===== src/rtl/vis_correlator_if.sv =====
// vis_correlator_if
//   Groups the sample stream and the partial-sum result bus of the
//   1-bit visibility correlator into one bundle.
//
//   Sample stream (master -> slave):
//     valid_i  sample valid
//     first_i  first sample of a block
//     last_i   final sample of a block
//     taddr_i  timeslice index of the current sample
//     idata_i  in-phase sign bits, one per antenna
//     qdata_i  quadrature sign bits, one per antenna
//   Result bus (slave -> master):
//     valid_o  one-cycle strobe, partial sums valid
//     last_o   emitted group ended with last_i
//     taddr_o  timeslice of the emitted sums
//     re_o     real-part counts, unit u at [u*SBITS +: SBITS]
//     im_o     imaginary-part counts, same packing
//     err_o    sticky framing error
interface vis_correlator_if #(
  parameter int WIDTH = 32,
  parameter int TRATE = 30,
  parameter int COUNT = 15,
  parameter int PAIRS = 8
);
  localparam int TBITS = (TRATE > 1) ? $clog2(TRATE) : 1;
  localparam int SBITS = $clog2(2 * COUNT + 1);

  logic                   valid_i;
  logic                   first_i;
  logic                   last_i;
  logic [TBITS-1:0]       taddr_i;
  logic [WIDTH-1:0]       idata_i;
  logic [WIDTH-1:0]       qdata_i;

  logic                   valid_o;
  logic                   last_o;
  logic [TBITS-1:0]       taddr_o;
  logic [PAIRS*SBITS-1:0] re_o;
  logic [PAIRS*SBITS-1:0] im_o;
  logic                   err_o;

  modport master (
    output valid_i, first_i, last_i, taddr_i, idata_i, qdata_i,
    input  valid_o, last_o, taddr_o, re_o, im_o, err_o
  );

  modport slave (
    input  valid_i, first_i, last_i, taddr_i, idata_i, qdata_i,
    output valid_o, last_o, taddr_o, re_o, im_o, err_o
  );
endinterface


===== src/rtl/vis_correlator.sv =====
// vis_correlator
//   1-bit complex cross-correlator.  Each of PAIRS units correlates
//   antenna a = u with antenna b = (u + t + 1) mod WIDTH, where t is the
//   timeslice of the sample, and counts the per-sample increments over
//   COUNT consecutive valid samples.  One set of partial sums is emitted
//   per completed group.
//
//   Ports:
//     vis_clk  correlator clock
//     reset_n  asynchronous active-low reset
//     vis      vis_correlator_if.slave (sample stream in, sums out)
//
//   Pipeline:
//     stage 1  register the accepted sample and its per-unit increments
//     stage 2  accumulate, count samples, flag group completion
//     output   load sums / taddr / last and pulse valid_o
module vis_correlator #(
  parameter int WIDTH = 32,
  parameter int TRATE = 30,
  parameter int COUNT = 15,
  parameter int PAIRS = 8
) (
  input  logic             vis_clk,
  input  logic             reset_n,
  vis_correlator_if.slave  vis
);

  localparam int TBITS = (TRATE > 1) ? $clog2(TRATE) : 1;
  localparam int CBITS = (COUNT > 1) ? $clog2(COUNT) : 1;
  localparam int SBITS = $clog2(2 * COUNT + 1);
  localparam int AW    = (WIDTH > 1) ? $clog2(WIDTH) : 1;
  localparam logic [CBITS-1:0] LAST_POS = CBITS'(COUNT - 1);

  // Partner antenna of unit u at timeslice t, wrapping round the array.
  function automatic logic [AW-1:0] b_index(input int u, input logic [TBITS-1:0] t);
    int s;
    s = (u + int'(t) + 1) % WIDTH;
    return AW'(s);
  endfunction

  logic [1:0]       re_inc [PAIRS];
  logic [1:0]       im_inc [PAIRS];

  logic             s1_valid;
  logic             s1_first;
  logic             s1_last;
  logic [TBITS-1:0] s1_taddr;
  logic [1:0]       s1_re_inc [PAIRS];
  logic [1:0]       s1_im_inc [PAIRS];

  logic [SBITS-1:0] acc_re [PAIRS];
  logic [SBITS-1:0] acc_im [PAIRS];
  logic [CBITS-1:0] cnt;
  logic [TBITS-1:0] grp_taddr;
  logic             done;
  logic             done_last;

  logic             start;
  logic [CBITS-1:0] pos;
  logic             at_end;

  logic [PAIRS*SBITS-1:0] re_pack;
  logic [PAIRS*SBITS-1:0] im_pack;

  logic                   valid_q;
  logic                   last_q;
  logic [TBITS-1:0]       taddr_q;
  logic [PAIRS*SBITS-1:0] re_q;
  logic [PAIRS*SBITS-1:0] im_q;
  logic                   err_q;

  // Sign bits encode +1 as 1 and -1 as 0, so a product of two signs is
  // +1 exactly when the bits agree (xnor).  The real part sums ia*ib and
  // qa*qb; the imaginary part sums qa*ib and -(ia*qb), the latter being
  // +1 when the bits differ (xor).  Each increment is therefore 0..2.
  always_comb begin
    logic ia, qa, ib, qb;
    logic [AW-1:0] b;
    ia = 1'b0;
    qa = 1'b0;
    ib = 1'b0;
    qb = 1'b0;
    b  = '0;
    for (int u = 0; u < PAIRS; u++) begin
      b  = b_index(u, vis.taddr_i);
      ia = vis.idata_i[AW'(u)];
      qa = vis.qdata_i[AW'(u)];
      ib = vis.idata_i[b];
      qb = vis.qdata_i[b];
      re_inc[u] = {1'b0, ia ~^ ib} + {1'b0, qa ~^ qb};
      im_inc[u] = {1'b0, qa ~^ ib} + {1'b0, ia ^ qb};
    end
  end

  // Stage 1: capture every accepted sample.  The data fields only move on
  // valid_i so idle gaps leave the last sample in place harmlessly.
  always_ff @(posedge vis_clk or negedge reset_n) begin
    if (!reset_n) begin
      s1_valid <= 1'b0;
      s1_first <= 1'b0;
      s1_last  <= 1'b0;
      s1_taddr <= '0;
      for (int u = 0; u < PAIRS; u++) begin
        s1_re_inc[u] <= '0;
        s1_im_inc[u] <= '0;
      end
    end else begin
      s1_valid <= vis.valid_i;
      if (vis.valid_i) begin
        s1_first <= vis.first_i;
        s1_last  <= vis.last_i;
        s1_taddr <= vis.taddr_i;
        for (int u = 0; u < PAIRS; u++) begin
          s1_re_inc[u] <= re_inc[u];
          s1_im_inc[u] <= im_inc[u];
        end
      end
    end
  end

  // A group starts either naturally (counter at zero) or when first_i
  // forces a restart, which throws away any partial sums.  pos is the
  // position of the stage-1 sample within its group.
  always_comb begin
    start  = (cnt == '0) || s1_first;
    pos    = start ? '0 : cnt;
    at_end = (pos == LAST_POS);
  end

  // Stage 2: accumulators, sample counter and the sticky framing error.
  // The first sample of a group loads rather than adds, so no clearing
  // cycle is needed between back-to-back groups.
  always_ff @(posedge vis_clk or negedge reset_n) begin
    if (!reset_n) begin
      cnt       <= '0;
      grp_taddr <= '0;
      done      <= 1'b0;
      done_last <= 1'b0;
      err_q     <= 1'b0;
      for (int u = 0; u < PAIRS; u++) begin
        acc_re[u] <= '0;
        acc_im[u] <= '0;
      end
    end else begin
      done <= s1_valid && at_end;
      if (s1_valid) begin
        cnt <= at_end ? '0 : pos + CBITS'(1);
        if (at_end) begin
          done_last <= s1_last;
        end
        if (start) begin
          grp_taddr <= s1_taddr;
          for (int u = 0; u < PAIRS; u++) begin
            acc_re[u] <= SBITS'(s1_re_inc[u]);
            acc_im[u] <= SBITS'(s1_im_inc[u]);
          end
        end else begin
          for (int u = 0; u < PAIRS; u++) begin
            acc_re[u] <= acc_re[u] + SBITS'(s1_re_inc[u]);
            acc_im[u] <= acc_im[u] + SBITS'(s1_im_inc[u]);
          end
        end
        if ((s1_last && !at_end) || (!start && (s1_taddr != grp_taddr))) begin
          err_q <= 1'b1;
        end
      end
    end
  end

  // Flatten the accumulator arrays into the packed result layout.
  always_comb begin
    re_pack = '0;
    im_pack = '0;
    for (int u = 0; u < PAIRS; u++) begin
      re_pack[u*SBITS +: SBITS] = acc_re[u];
      im_pack[u*SBITS +: SBITS] = acc_im[u];
    end
  end

  // Output stage: results are loaded the edge after completion and held
  // until the next group completes; valid_o is a single-cycle strobe.
  always_ff @(posedge vis_clk or negedge reset_n) begin
    if (!reset_n) begin
      valid_q <= 1'b0;
      last_q  <= 1'b0;
      taddr_q <= '0;
      re_q    <= '0;
      im_q    <= '0;
    end else begin
      valid_q <= done;
      if (done) begin
        last_q  <= done_last;
        taddr_q <= grp_taddr;
        re_q    <= re_pack;
        im_q    <= im_pack;
      end
    end
  end

  assign vis.valid_o = valid_q;
  assign vis.last_o  = last_q;
  assign vis.taddr_o = taddr_q;
  assign vis.re_o    = re_q;
  assign vis.im_o    = im_q;
  assign vis.err_o   = err_q;

endmodule


===== src/flat_wrapper.sv =====
// flat-port wrapper written by rule: the top's interface ports become plain ports
module vis_correlator_flat 
#(
  parameter int WIDTH = 32,
  parameter int TRATE = 30,
  parameter int COUNT = 15,
  parameter int PAIRS = 8
)
  (vis_clk, reset_n, vis_valid_i, vis_first_i, vis_last_i, vis_taddr_i, vis_idata_i, vis_qdata_i, vis_valid_o, vis_last_o, vis_taddr_o, vis_re_o, vis_im_o, vis_err_o);
  vis_correlator_if #(.WIDTH(WIDTH), .TRATE(TRATE), .COUNT(COUNT), .PAIRS(PAIRS)) vis_i ();
  input  logic vis_clk;
  input  logic reset_n;
  input wire logic [$bits(vis_i.valid_i)-1:0] vis_valid_i;
  input wire logic [$bits(vis_i.first_i)-1:0] vis_first_i;
  input wire logic [$bits(vis_i.last_i)-1:0] vis_last_i;
  input wire logic [$bits(vis_i.taddr_i)-1:0] vis_taddr_i;
  input wire logic [$bits(vis_i.idata_i)-1:0] vis_idata_i;
  input wire logic [$bits(vis_i.qdata_i)-1:0] vis_qdata_i;
  output wire logic [$bits(vis_i.valid_o)-1:0] vis_valid_o;
  output wire logic [$bits(vis_i.last_o)-1:0] vis_last_o;
  output wire logic [$bits(vis_i.taddr_o)-1:0] vis_taddr_o;
  output wire logic [$bits(vis_i.re_o)-1:0] vis_re_o;
  output wire logic [$bits(vis_i.im_o)-1:0] vis_im_o;
  output wire logic [$bits(vis_i.err_o)-1:0] vis_err_o;
  assign vis_i.valid_i = vis_valid_i;
  assign vis_i.first_i = vis_first_i;
  assign vis_i.last_i = vis_last_i;
  assign vis_i.taddr_i = vis_taddr_i;
  assign vis_i.idata_i = vis_idata_i;
  assign vis_i.qdata_i = vis_qdata_i;
  assign vis_valid_o = vis_i.valid_o;
  assign vis_last_o = vis_i.last_o;
  assign vis_taddr_o = vis_i.taddr_o;
  assign vis_re_o = vis_i.re_o;
  assign vis_im_o = vis_i.im_o;
  assign vis_err_o = vis_i.err_o;
  vis_correlator #(.WIDTH(WIDTH), .TRATE(TRATE), .COUNT(COUNT), .PAIRS(PAIRS)) u_core (.vis_clk(vis_clk), .reset_n(reset_n), .vis(vis_i));
endmodule

===== config.mk =====
export PLATFORM = sky130hd
export DESIGN_NAME = vis_correlator_flat
export DESIGN_NICKNAME = d
export VERILOG_FILES = /design/src/rtl/vis_correlator_if.sv /design/src/rtl/vis_correlator.sv /design/src/flat_wrapper.sv
export SDC_FILE = /design/constraint.sdc
export NUM_CORES = 1
export LEC_CHECK = 0
export ABC_AREA = 1
export CORE_MARGIN = 4
export CORE_UTILIZATION = 39
export CTS_BUF_LIST = sky130_fd_sc_hd__clkbuf_8
export CTS_CLUSTER_SIZE = 24
export DETAILED_ROUTE_END_ITERATION = 12
export GPL_TIMING_DRIVEN = 0
export PLACE_DENSITY_LB_ADDON = 0.12
export SLEW_MARGIN = 15
export SYNTH_ARGS = -nofsm -noshare
export SYNTH_HDL_FRONTEND = slang
export SYNTH_SLANG_ARGS = --single-unit

===== constraint.sdc =====
create_clock -name vis_clk -period 3.5 [get_ports vis_clk]
set_input_delay 0.35 -clock vis_clk [delete_from_list [all_inputs] [get_ports vis_clk]]
set_output_delay 0.35 -clock vis_clk [all_outputs]
set_load 0.01 [all_outputs]

==> flow_summary.ini, run 1 <==
[run_status]
status = completed

[synth]
synth_adder_area_share_pct = 7.521
syn_area_sq_um = 13910
synthCells = 1844
ys_async_sr_fraction_pct = 100.0
synth_top_family_by_area = simple AND/OR/NAND/NOR gates
ys_ff_latch = 219
syn_area_per_cell_sq_um = 7.542
synth_xor_area_share_pct = 1.511
synth_nets = 1992
seq_area_frac_synth_pct = 39.41
ys_warn_count = 0
ys_types = 42
synth-compound-area-share_pct = 10.44
muxShareOfSynthArea_pct = 2.267
synthSimpleGateAreaFrac_pct = 30.34
synth-edff-count = 0
synth_flop_cell = dfrtp_1

[sta]
clock_skew_ns = 0.03098
tightest_slew_ns = 0.8802
slew_headroom_pct = 40.70
min_period_ns = 3.175
hold_ws_ns = 0.1867
max_freq_mhz = 314.9
hold_viol_final = 0
min_period_over_period_pct = 90.72
setup_viol = 0
rsz0062_at_grt = false
drv_slew = 0

[floorplanning]
chipHeight_microns = 196.8
start_util_pct = 39.87
fp.dieArea_sq_um = 38740
fp.coreArea_sq_um = 34880
rows = 68
die_x_microns = 196.8
io-pin-count = 162

[layout]
layout-drive-gt1-share_pct = 7.316
syn2layout_area_growth_pct = 20.88
multi_input_area_sq_um = 7253
final_nets = 2193
fillers = 3589
final_cell_area_sq_um = 16810
antennaDiodeCount = 0
register_area_sq_um = 5480
stdcell_count = 2519

[global_route]
grt_max_degree = 101
grt_util_all_layers_pct = 26.79
overflow = 0
grt_pass1_wl_mm = 80.83
grt_pass1_vias = 13650
antenna_found_initial = 0

[power_and_ir_drop]
power_frac_clock_pct = 25.4
power_frac_comb_pct = 34.7
power.internal_mw = 5.112
p_leak_nw = 7.986
power_frac_seq_pct = 39.9
ir_drop_mv = 0.2691
power.density_nw_per_um2 = 492.7
p_sw_mw = 3.171
swShare_pct = 38.28

[placed_design]
routabilityCongestion = 0.9915
hpwl_mm = 41.87
io_buffers = 160
postPlaceCellArea_sq_um = 16140
placed_cells = 2461

[clock_network]
clock_latency_ns = 0.55
cts_tree = done
clockBufferDepth = 3
path_clk_slew_ns = 0.05
cts_setup_buffers = 0
root_buffer = clkbuf_8
clock-sinks = 219
cts_buffers = 38
h-tree-depth = 2

[critical_path]
cp.required_ns = 3.89
crit_type = primary input to register
start_kind = primary input
worst-path-max-fanout = 20
crit_path_end_kind = register
crit_arrival_ns = 3.57

[flow_run]
drv_cap = 0

[worst_hold_path]
hp-class = primary input to register

[route]
postRouteAntennaNets = 0
vias_per_cell = 5.418
routed-via-count = 13650
drtIter0Drc = 963
wl_mm = 52.27
first_pass_iters = 5
drc = 0
routedWlPerCell_microns = 20.75
==> synthesized netlist by cell type, types with 7 or more instances <==
library cell  instances  area share [%]
fa_1                 16             2.3
nand2_1             473              13
buf_4                10            0.54
nor4_1               21            0.94
o221ai_1             16             1.0
o21ai_1              11            0.40
nor3_1               46             1.7
ha_1                 58             5.2
dfrtp_1             219              39
o211ai_1             34             1.8
xor2_1                8            0.50
inv_2                 9            0.24
buf_6                 9            0.73
inv_1               173             4.7
a21oi_1             110             4.0
o21ai_0              84             3.0
buf_2                19            0.68
nor2_1              115             3.1
nand3_1             294              11
nand2_2               7            0.31
clkbuf_1             49             1.3
mux2_2               28             2.3
==> layout make-up <==
cell class                      instances  share of cell area (%)
Sequential cell                       219                   32.60
Multi-Input combinational cell       1348                   43.15
Clock buffer                           42                   3.439
Timing Repair Buffer                  163                   9.958
Clock inverter                         17                  0.4466
Tap cell                              455                   3.386
Inverter                              185                   4.160
Buffer                                 90                   2.865
==> per-stage QoR <==
| step | util (%) | TNS, ns | power [mW] | worst slack, ns |
|---|---|---|---|---|
| 3_5_place_dp | 46.26 | -12.50 | 6.192 | -0.7189 |
| 6_report | 48.19 | 0 | 8.282 | 0.3248 |
| 4_1_cts | 48.18 | 0 | 8.336 | 0.04454 |
| 3_3_place_gp | 46.09 | -1641.23 | 6.121 | -7.469 |
| 2_1_floorplan | - | 0 | 5.048 | 0.8964 |
| 5_1_grt | 48.19 | 0 | 8.901 | 0.07922 |
==> worst max-delay path, cell delays in order <==
cell and delay [ns]:
clkdlybuf4s50_1 0.57, inv_1 0.08, buf_4 0.24, ha_1 0.31, buf_4 0.18, clkbuf_1 0.42
o211ai_1 0.22, nand3_1 0.11, nand3_1 0.10, nand3_1 0.19, nand2_1 0.10, nand2_1 0.08
nand2_1 0.07, ha_1 0.33, nand2_1 0.12, o21ai_0 0.09
==> cells by family (layout without fill, tap and decap cells) <==
group | count (synthesis) | after routing
DFF | 219 | 219
xor gates and xnor gates | 15 | 15
buffers and inverters | 277 | 497
adders and majority gates | 74 | 74
muxes | 28 | 28
AOI/OAI and AO/OA | 259 | 259
and+or+nand+nor | 972 | 972
==> power groups by stage <==
stage | clock [mW] | sequential (mW) | combinational (mW)
floorplan | 0 | 3.27 | 1.78
detailed placement | 0 | 3.35 | 2.84
global placement | 0 | 3.34 | 2.78
finish | 2.10 | 3.31 | 2.87
global route | 2.27 | 3.37 | 3.27
CTS | 2.15 | 3.31 | 2.87
==> sequential cells by signal, summed over array words and instances (netlist names), 4 cells and up <==
name	flops
u_core.acc_im	40
u_core.vis.im_o	40
u_core.vis.taddr_o	5
u_core.cnt	4
u_core.vis.re_o	40
u_core.acc_re	40
u_core.s1_re_inc	16
u_core.grp_taddr	5
u_core.s1_taddr	5
u_core.s1_im_inc	16
==> per-layer routing <==
| layer | track usage (%) | vias up | part of all wire, % |
|---|---|---|---|
| met1 | 34.61 | 6581 | 43 |
| met5 | 0 | - | 0 |
| met3 | 3.316 | 106 | 4.5 |
| li1 | - | 6541 | - |
| met2 | 45.44 | 420 | 48 |
| met4 | 11.53 | 0 | 4.9 |
==> cells in the final DEF, fill, tap and decap left out, drive strengths merged <==
| cell type | n |
|---|---|
| nand2 | 484 |
| nand3 | 298 |
| dfrtp | 219 |
| inv | 200 |
| clkdlybuf4s50 | 158 |
| nor2 | 116 |
| a21oi | 110 |
| o21ai | 95 |
| clkbuf | 90 |
| ha | 58 |
| nor3 | 46 |
| buf | 45 |
| o211ai | 34 |
| mux2 | 28 |
| nor4 | 21 |
| o221ai | 16 |
| fa | 16 |
| xor2 | 12 |
| and2 | 5 |
| xnor2 | 3 |
| a21o | 1 |
| nand4 | 1 |
| or2 | 1 |
| clkinv | 1 |
| a31o | 1 |
| a31oi | 1 |
| o22ai | 1 |
| clkinvlp | 1 |
| dlygate4sd3 | 1 |
| dlymetal6s2s | 1 |
==> worst paths after layout <==
| check | cells past startpoint | slack, ns | from | end |
|---|---|---|---|---|
| max reg2reg | 4 | 1.34 | u_core.done | u_core.vis.im_o[29] |
| max in group asynchronous | 3 | 2.32 | reset_n | u_core.acc_im[12] |
| max | 16 | 0.32 | vis_taddr_i[0] | u_core.s1_im_inc[10] |
| min | 3 | 0.19 | vis_taddr_i[4] | u_core.s1_taddr[4] |
| min reg2reg | 0 | 0.38 | u_core.done | u_core.vis.valid_o |
| min in group asynchronous | 2 | 0.31 | reset_n | u_core.vis.taddr_o[4] |
==> timing repair <==
item | 4_1_cts | 5_1_grt
setup endpoints to repair | 9 | 19
hold endpoints to repair | 48 | 0
gates resized for setup | 3 | 2
hold buffers | 1 | 0
Power figures use the tool's default switching activity.
==> inputs of run 2 (changes only) <==
--- a/config.mk
+++ b/config.mk
@@ -8,7 +8,6 @@
 export ABC_AREA = 1
 export CORE_MARGIN = 4
 export CORE_UTILIZATION = 39
-export CTS_BUF_LIST = sky130_fd_sc_hd__clkbuf_8
 export CTS_CLUSTER_SIZE = 24
 export DETAILED_ROUTE_END_ITERATION = 12
 export GPL_TIMING_DRIVEN = 0
==> run 2 against run 1 <==
Effect of this change:
- clock-buffer cell count decreased by 3
- sequential power about the same
- global-route usage decreased by 0.30 points
- via count decreased by 0.55%
- clock power increased by 17%
- wire length decreased by 0.69%
- critical endpoint is now u_core.s1_im_inc[2]
- highest routed layer unchanged
==> flow_summary.ini, run 2 (same netlist as run 1, synthesis figures left out) <==
[run_status]
status = completed

[floorplanning]
die_x_microns = 196.8
start_util_pct = 39.87
fp.dieArea_sq_um = 38740
rows = 68
io-pin-count = 162
fp.coreArea_sq_um = 34880
chipHeight_microns = 196.8

[sta]
slew_headroom_pct = 42.21
setup_viol = 0
tns_ns = 0
rsz0062_at_grt = false
drv_slew = 0
min_period_over_period_pct = 91.15
hold_viol_final = 0
tightest_slew_ns = 0.8578
max_freq_mhz = 313.5
timing.final.ws_setup_ns = 0.3099
min_period_ns = 3.190
clock_skew_ns = 0.02055

[power_and_ir_drop]
p_total_mw = 8.628
p_leak_nw = 7.967
power.density_nw_per_um2 = 510.0
ir_drop_mv = 0.3540

[route]
drc = 0
wl_mm = 51.91
postRouteAntennaNets = 0
vias_per_cell = 5.429
drtIter0Drc = 996
routedWlPerCell_microns = 20.76
routed-via-count = 13570
first_pass_iters = 5

[critical_path]
crit_path_end_kind = register
cp.required_ns = 3.86
start_kind = primary input
crit_arrival_ns = 3.55
crit_type = primary input to register
worst-path-max-fanout = 20

[clock_network]
root_buffer = clkbuf_16
clockBufferDepth = 3
path_clk_slew_ns = 0.06
cts_tree = done
clock-sinks = 219
cts_setup_buffers = 0
clock_latency_ns = 0.51
cts_buffers = 24
h-tree-depth = 1

[global_route]
grt_pass1_vias = 13520
grt_util_all_layers_pct = 26.49
grt_pass1_wl_mm = 80.41
grt_max_degree = 101
overflow = 0
antenna_found_initial = 0

[layout]
final_nets = 2179
stdcell_count = 2500
layout_commonest_cell = nand2_1
layout-drive-gt1-share_pct = 6.748
syn2layout_area_growth_pct = 21.64
post-route-util_pct = 48.49
mostFrequentLayoutCells = nand2_1, nand3_1, dfrtp_1, inv_1, clkdlybuf4s50_1
antennaDiodeCount = 0

[flow_run]
drv_cap = 0

[placed_design]
pre_cts_slack_ns = -0.7189
io_buffers = 160
hpwl_mm = 41.87
routabilityCongestion = 0.9915
placed_cells = 2461

[worst_hold_path]
hp-class = primary input to register
-- run 2: cell count changes in the layout (fill, tap and decap cells not counted) --
cell	previous run	this run
clkbuf_8	42	5
clkbuf_16	0	25
inv_1	188	173
clkbuf_1	47	56
bufinv_16	0	1
clkinvlp_4	1	0
inv_8	1	0
-- run 2: cell type report --
type                    instances  area, sq um
clock buffers                  39        728.2
flip-flops and latches        219         5480
fillers                      3539        17970
multi-input cells            1348         7253
inverters                     185        699.4
well taps                     455        569.3
clock inverters                 1        30.03
repair buffers                163         1674
plain buffers                  90        481.7
-- run 2: path summary, 6_finish.rpt --
check / end / from / depth (start not counted) / slack [ns]
worst max-delay path: u_core.s1_im_inc[2] / vis_taddr_i[0] / 16 / 0.31
worst min-delay path: u_core.s1_taddr[4] / vis_taddr_i[4] / 3 / 0.22
worst max register to register: u_core.acc_im[6] / u_core.cnt[2] / 7 / 1.31
worst min register to register: u_core.vis.valid_o / u_core.done / 0 / 0.38
max in group asynchronous: u_core.acc_im[17] / reset_n / 3 / 2.30
min in group asynchronous: u_core.vis.re_o[14] / reset_n / 2 / 0.34
-- run 2: per-stage QoR --
stage	cell area, sq um	hold slack [ns]
after floorplan	13910	0.05441
after global placement	16080	0.3772
after detailed placement	16140	0.2848
after CTS	16910	0.2049
after global routing	16920	0.2444
final	16920	0.2176
-- run 2: repair_timing --
item / CTS / global route
hold buffers: 1 / 0
setup endpoints to repair: 10 / 22
pin swaps: 0 / 0
resized for setup: 3 / 2
endpoints found under the hold margin: 48 / 0
-- run 2: power breakdown --
part | total (mW) | internal [mW] | leakage (nW) | switching, mW
sequential | 3.31 | 2.98 | 2.93 | 0.333
combinational | 2.87 | 1.05 | 4.66 | 1.82
clock | 2.45 | 1.48 | 0.369 | 0.972
total | 8.63 | 5.50 | 7.97 | 3.13
-- run 2: critical path: stages --
cell             delay (ns)
clkdlybuf4s50_1        0.57
inv_1                  0.08
buf_4                  0.24
ha_1                   0.31
buf_4                  0.18
clkbuf_1               0.42
o211ai_1               0.23
nand3_1                0.12
nand3_1                0.10
nand3_1                0.19
nand2_1                0.10
nand2_1                0.07
nand2_1                0.05
ha_1                   0.36
nand2_1                0.10
o21ai_0                0.08
-- run 2: per-layer routing --
layer  track usage [%]  wire, microns  vias to the layer above
li1                  -              -                     6512
met1             34.62          22260                     6538
met2             45.05          24640                      420
met3             2.786           2378                      103
met4             10.97           2622                        0
met5                 0              0                        -
==> inputs of run 3 (changes only) <==
--- a/config.mk
+++ b/config.mk
@@ -5,10 +5,9 @@
 export SDC_FILE = /design/constraint.sdc
 export NUM_CORES = 1
 export LEC_CHECK = 0
-export ABC_AREA = 1
+export ABC_AREA = 0
 export CORE_MARGIN = 4
-export CORE_UTILIZATION = 39
-export CTS_CLUSTER_SIZE = 24
+export CORE_UTILIZATION = 62
 export DETAILED_ROUTE_END_ITERATION = 12
 export GPL_TIMING_DRIVEN = 0
 export PLACE_DENSITY_LB_ADDON = 0.12
==> run 3 against run 2 <==
Effect of this change:
- total power rose by 13%
- core utilization rose by 29 points
- largest cell class unchanged
- critical path type unchanged
- combinational power rose by 28%
- wire length fell by 17%
- largest power group unchanged
==> flow_summary.ini, run 3 <==
[route]
wl_mm = 43.17
drtIter0Drc = 1205
routedWlPerCell_microns = 25.10
first_pass_iters = 6
postRouteAntennaNets = 0
routed-via-count = 11440
drc = 0
vias_per_cell = 6.649

[clock_network]
cts_tree = done
root_buffer = clkbuf_16
cts_buffers = 23
clock_latency_ns = 0.53
path_clk_slew_ns = 0.06
h-tree-depth = 1
clockBufferDepth = 3
clock-sinks = 219

[critical_path]
r2r_end = u_core.acc_im[10]
crit_type = primary input to register
path_buf_inv = 5
cpMaxStageDelayCell = clkdlybuf4s50_1
critical_path.top_delay_family = buffers and inverters
rrSetupSlack_ns = 0.70
r2r_cells = 7
cp.required_ns = 3.91
crit_path_end_kind = register
worst-path-max-fanout = 10
crit_top_cell = buf_4
cp_cell_sequence = clkdlybuf4s50_1 > buf_4 > buf_4 > inv_1 > ha_1 > xor2_4 > buf_4 > mux4_2 > mux2i_2 > xor2_1 > ha_1 > mux2_2
crit_arrival_ns = 3.85
max_stage_delay_ns = 0.59
reg2reg_from = u_core.cnt[1]
start_kind = primary input

[synth]
syn_area_per_cell_sq_um = 11.35
syn_area_sq_um = 13980
ys_types = 47
synth_top_cell_area_share_pct = 39.19
synth_most_common_cell = dfrtp_1
ys_warn_count = 0
ys_async_sr_fraction_pct = 100.0
synthCells = 1232
synth_flop_cell = dfrtp_1
synth_top_cell_by_area = dfrtp_1
synth_area_leaders = dfrtp_1, mux4_2, mux2_2
ys_ff_latch = 219
ys_top_cells_by_count = dfrtp_1, nand2_1, mux2_2
seq_area_frac_synth_pct = 39.19
synth-edff-count = 0
synth_nets = 1380

[sta]
min_period_ns = 3.440
min_period_over_period_pct = 98.29
slew_headroom_pct = 31.62
hold_viol_final = 0
tightest_slew_ns = 1.026
max_freq_mhz = 290.7
setup_viol = 0
hold_ws_ns = 0.2496
timing.final.ws_setup_ns = 0.06000
drv_slew = 0
clock_skew_ns = 0.007807

[floorplanning]
fp.coreArea_sq_um = 22030
die_x_microns = 158.2
io-pin-count = 162
chipHeight_microns = 158.2
fp.dieArea_sq_um = 25020
start_util_pct = 63.48
rows = 54

[power_and_ir_drop]
power_frac_comb_pct = 37.7
swShare_pct = 37.51
p_sw_mw = 3.649
power.density_nw_per_um2 = 567.6
p_total_mw = 9.728
power_frac_clock_pct = 24.5
p_leak_nw = 7.305
ir_drop_mv = 0.4949
power_frac_seq_pct = 37.8
power.internal_mw = 6.079

[layout]
antennaDiodeCount = 0
final_nets = 1572
syn2layout_area_growth_pct = 22.58
layout_commonest_cell = dfrtp_1
fillers = 1402
layout-drive-gt1-share_pct = 21.11
mostFrequentLayoutCells = dfrtp_1, clkdlybuf4s50_1, nand2_1, mux2_2, mux4_2

[placed_design]
pre_cts_slack_ns = -1.558
hpwl_mm = 32.47
routabilityCongestion = 0.9754
io_buffers = 161

[global_route]
grt_pass1_vias = 11780
grt_util_all_layers_pct = 34.79
grt_pass1_wl_mm = 66.59
grt_max_degree = 104
overflow = 0
antenna_found_initial = 0

[worst_hold_path]
hp-class = primary input to asynchronous set/reset pin

[flow_run]
drv_cap = 0

[run_status]
status = completed
-- run 3: cell count changes in the layout (fill, tap and decap cells not counted), moves of 20 or more --
cell,previous run,this run
nand2_1,473,149
nand3_1,294,21
inv_1,173,58
mux2_2,28,118
mux4_2,0,80
nor2_1,115,42
a21oi_1,110,59
mux2i_1,0,32
nor3_1,46,16
nor2b_1,0,24
a31oi_1,1,23
o21ai_0,84,64
-- run 3: per-layer routing --
layer	up-vias	global-route usage, %	wire (microns)
li1	4897	-	-
met5	-	0	0
met1	5686	45.23	16020
met3	157	6.069	4024
met4	0	18.56	2706
met2	696	56.15	20420
-- run 3: repair_timing --
action	in CTS	in global routing
pin swaps	5	1
endpoints found under the setup margin	28	13
buffers inserted	4	0
endpoints found under the hold margin	23	0
resized for setup	50	17
gates cloned	1	0
hold buffers	1	0
-- run 3: logic make-up after synthesis --
logic type / after synthesis / synth area share (%)
buffers and inverters: 138 / 4.421
AO/OA/AOI/OAI: 223 / 9.879
multiplexers: 250 / 26.99
XOR/XNOR: 50 / 3.186
flip-flops: 219 / 39.19
AND/OR/NAND/NOR: 278 / 8.850
adder cells (fa/ha/maj): 74 / 7.481
-- run 3: how the worst max path moves through the flow --
stage | startpoint | to | slack [ns] | cells past startpoint
final | vis_taddr_i[2] | u_core.s1_re_inc[4] | 0.06 | 12
after global routing | vis_taddr_i[0] | u_core.s1_im_inc[12] | -0.01 | 16
after CTS | vis_taddr_i[0] | u_core.s1_im_inc[12] | 0.01 | 16
after detailed placement | vis_taddr_i[1] | u_core.s1_re_inc[6] | -1.56 | 15
after global placement | reset_n | u_core.vis.taddr_o[2] | -6.98 | 1
after floorplan | vis_taddr_i[1] | u_core.s1_re_inc[14] | 0.05 | 14
-- run 3: cell type report --
type | count | area (sq um) | area share [%]
flip-flops and latches | 219 | 5480 | 31.98
repair buffers | 169 | 1743 | 10.17
clock inverters | 9 | 90.09 | 0.5256
multi-input cells | 875 | 8140 | 47.50
plain buffers | 77 | 471.7 | 2.752
well taps | 280 | 350.3 | 2.044
clock buffers | 32 | 639.4 | 3.730
inverters | 59 | 224.0 | 1.307
-- run 3: power groups by stage --
stage,combinational (mW),sequential (mW),clock (mW)
CTS,3.59,3.65,2.40
finish,3.67,3.67,2.39
floorplan,2.30,3.51,0
detailed placement,3.44,3.68,0
global placement,3.26,3.65,0
global route,4.03,3.73,2.51
-- run 3: worst reg2reg max path, cell delays in order (launching register included) --
cell and delay [ns]:
dfrtp_1 0.37, clkbuf_1 0.17, nor4_1 0.38, or2_1 0.16, clkbuf_1 0.54, clkbuf_1 0.71
nand2_1 0.17, a31oi_1 0.22
-- run 3: stage by stage --
step	std cells	TNS, ns	util (%)	area (sq um)
floorplan	1232	0	-	14000
global placement	1673	-1558.79	72.45	15960
detailed placement	1675	-37.04	72.72	16020
CTS	1720	0	77.40	17050
global route	1720	-0.01376	77.81	17140
finish	1720	0	77.81	17140
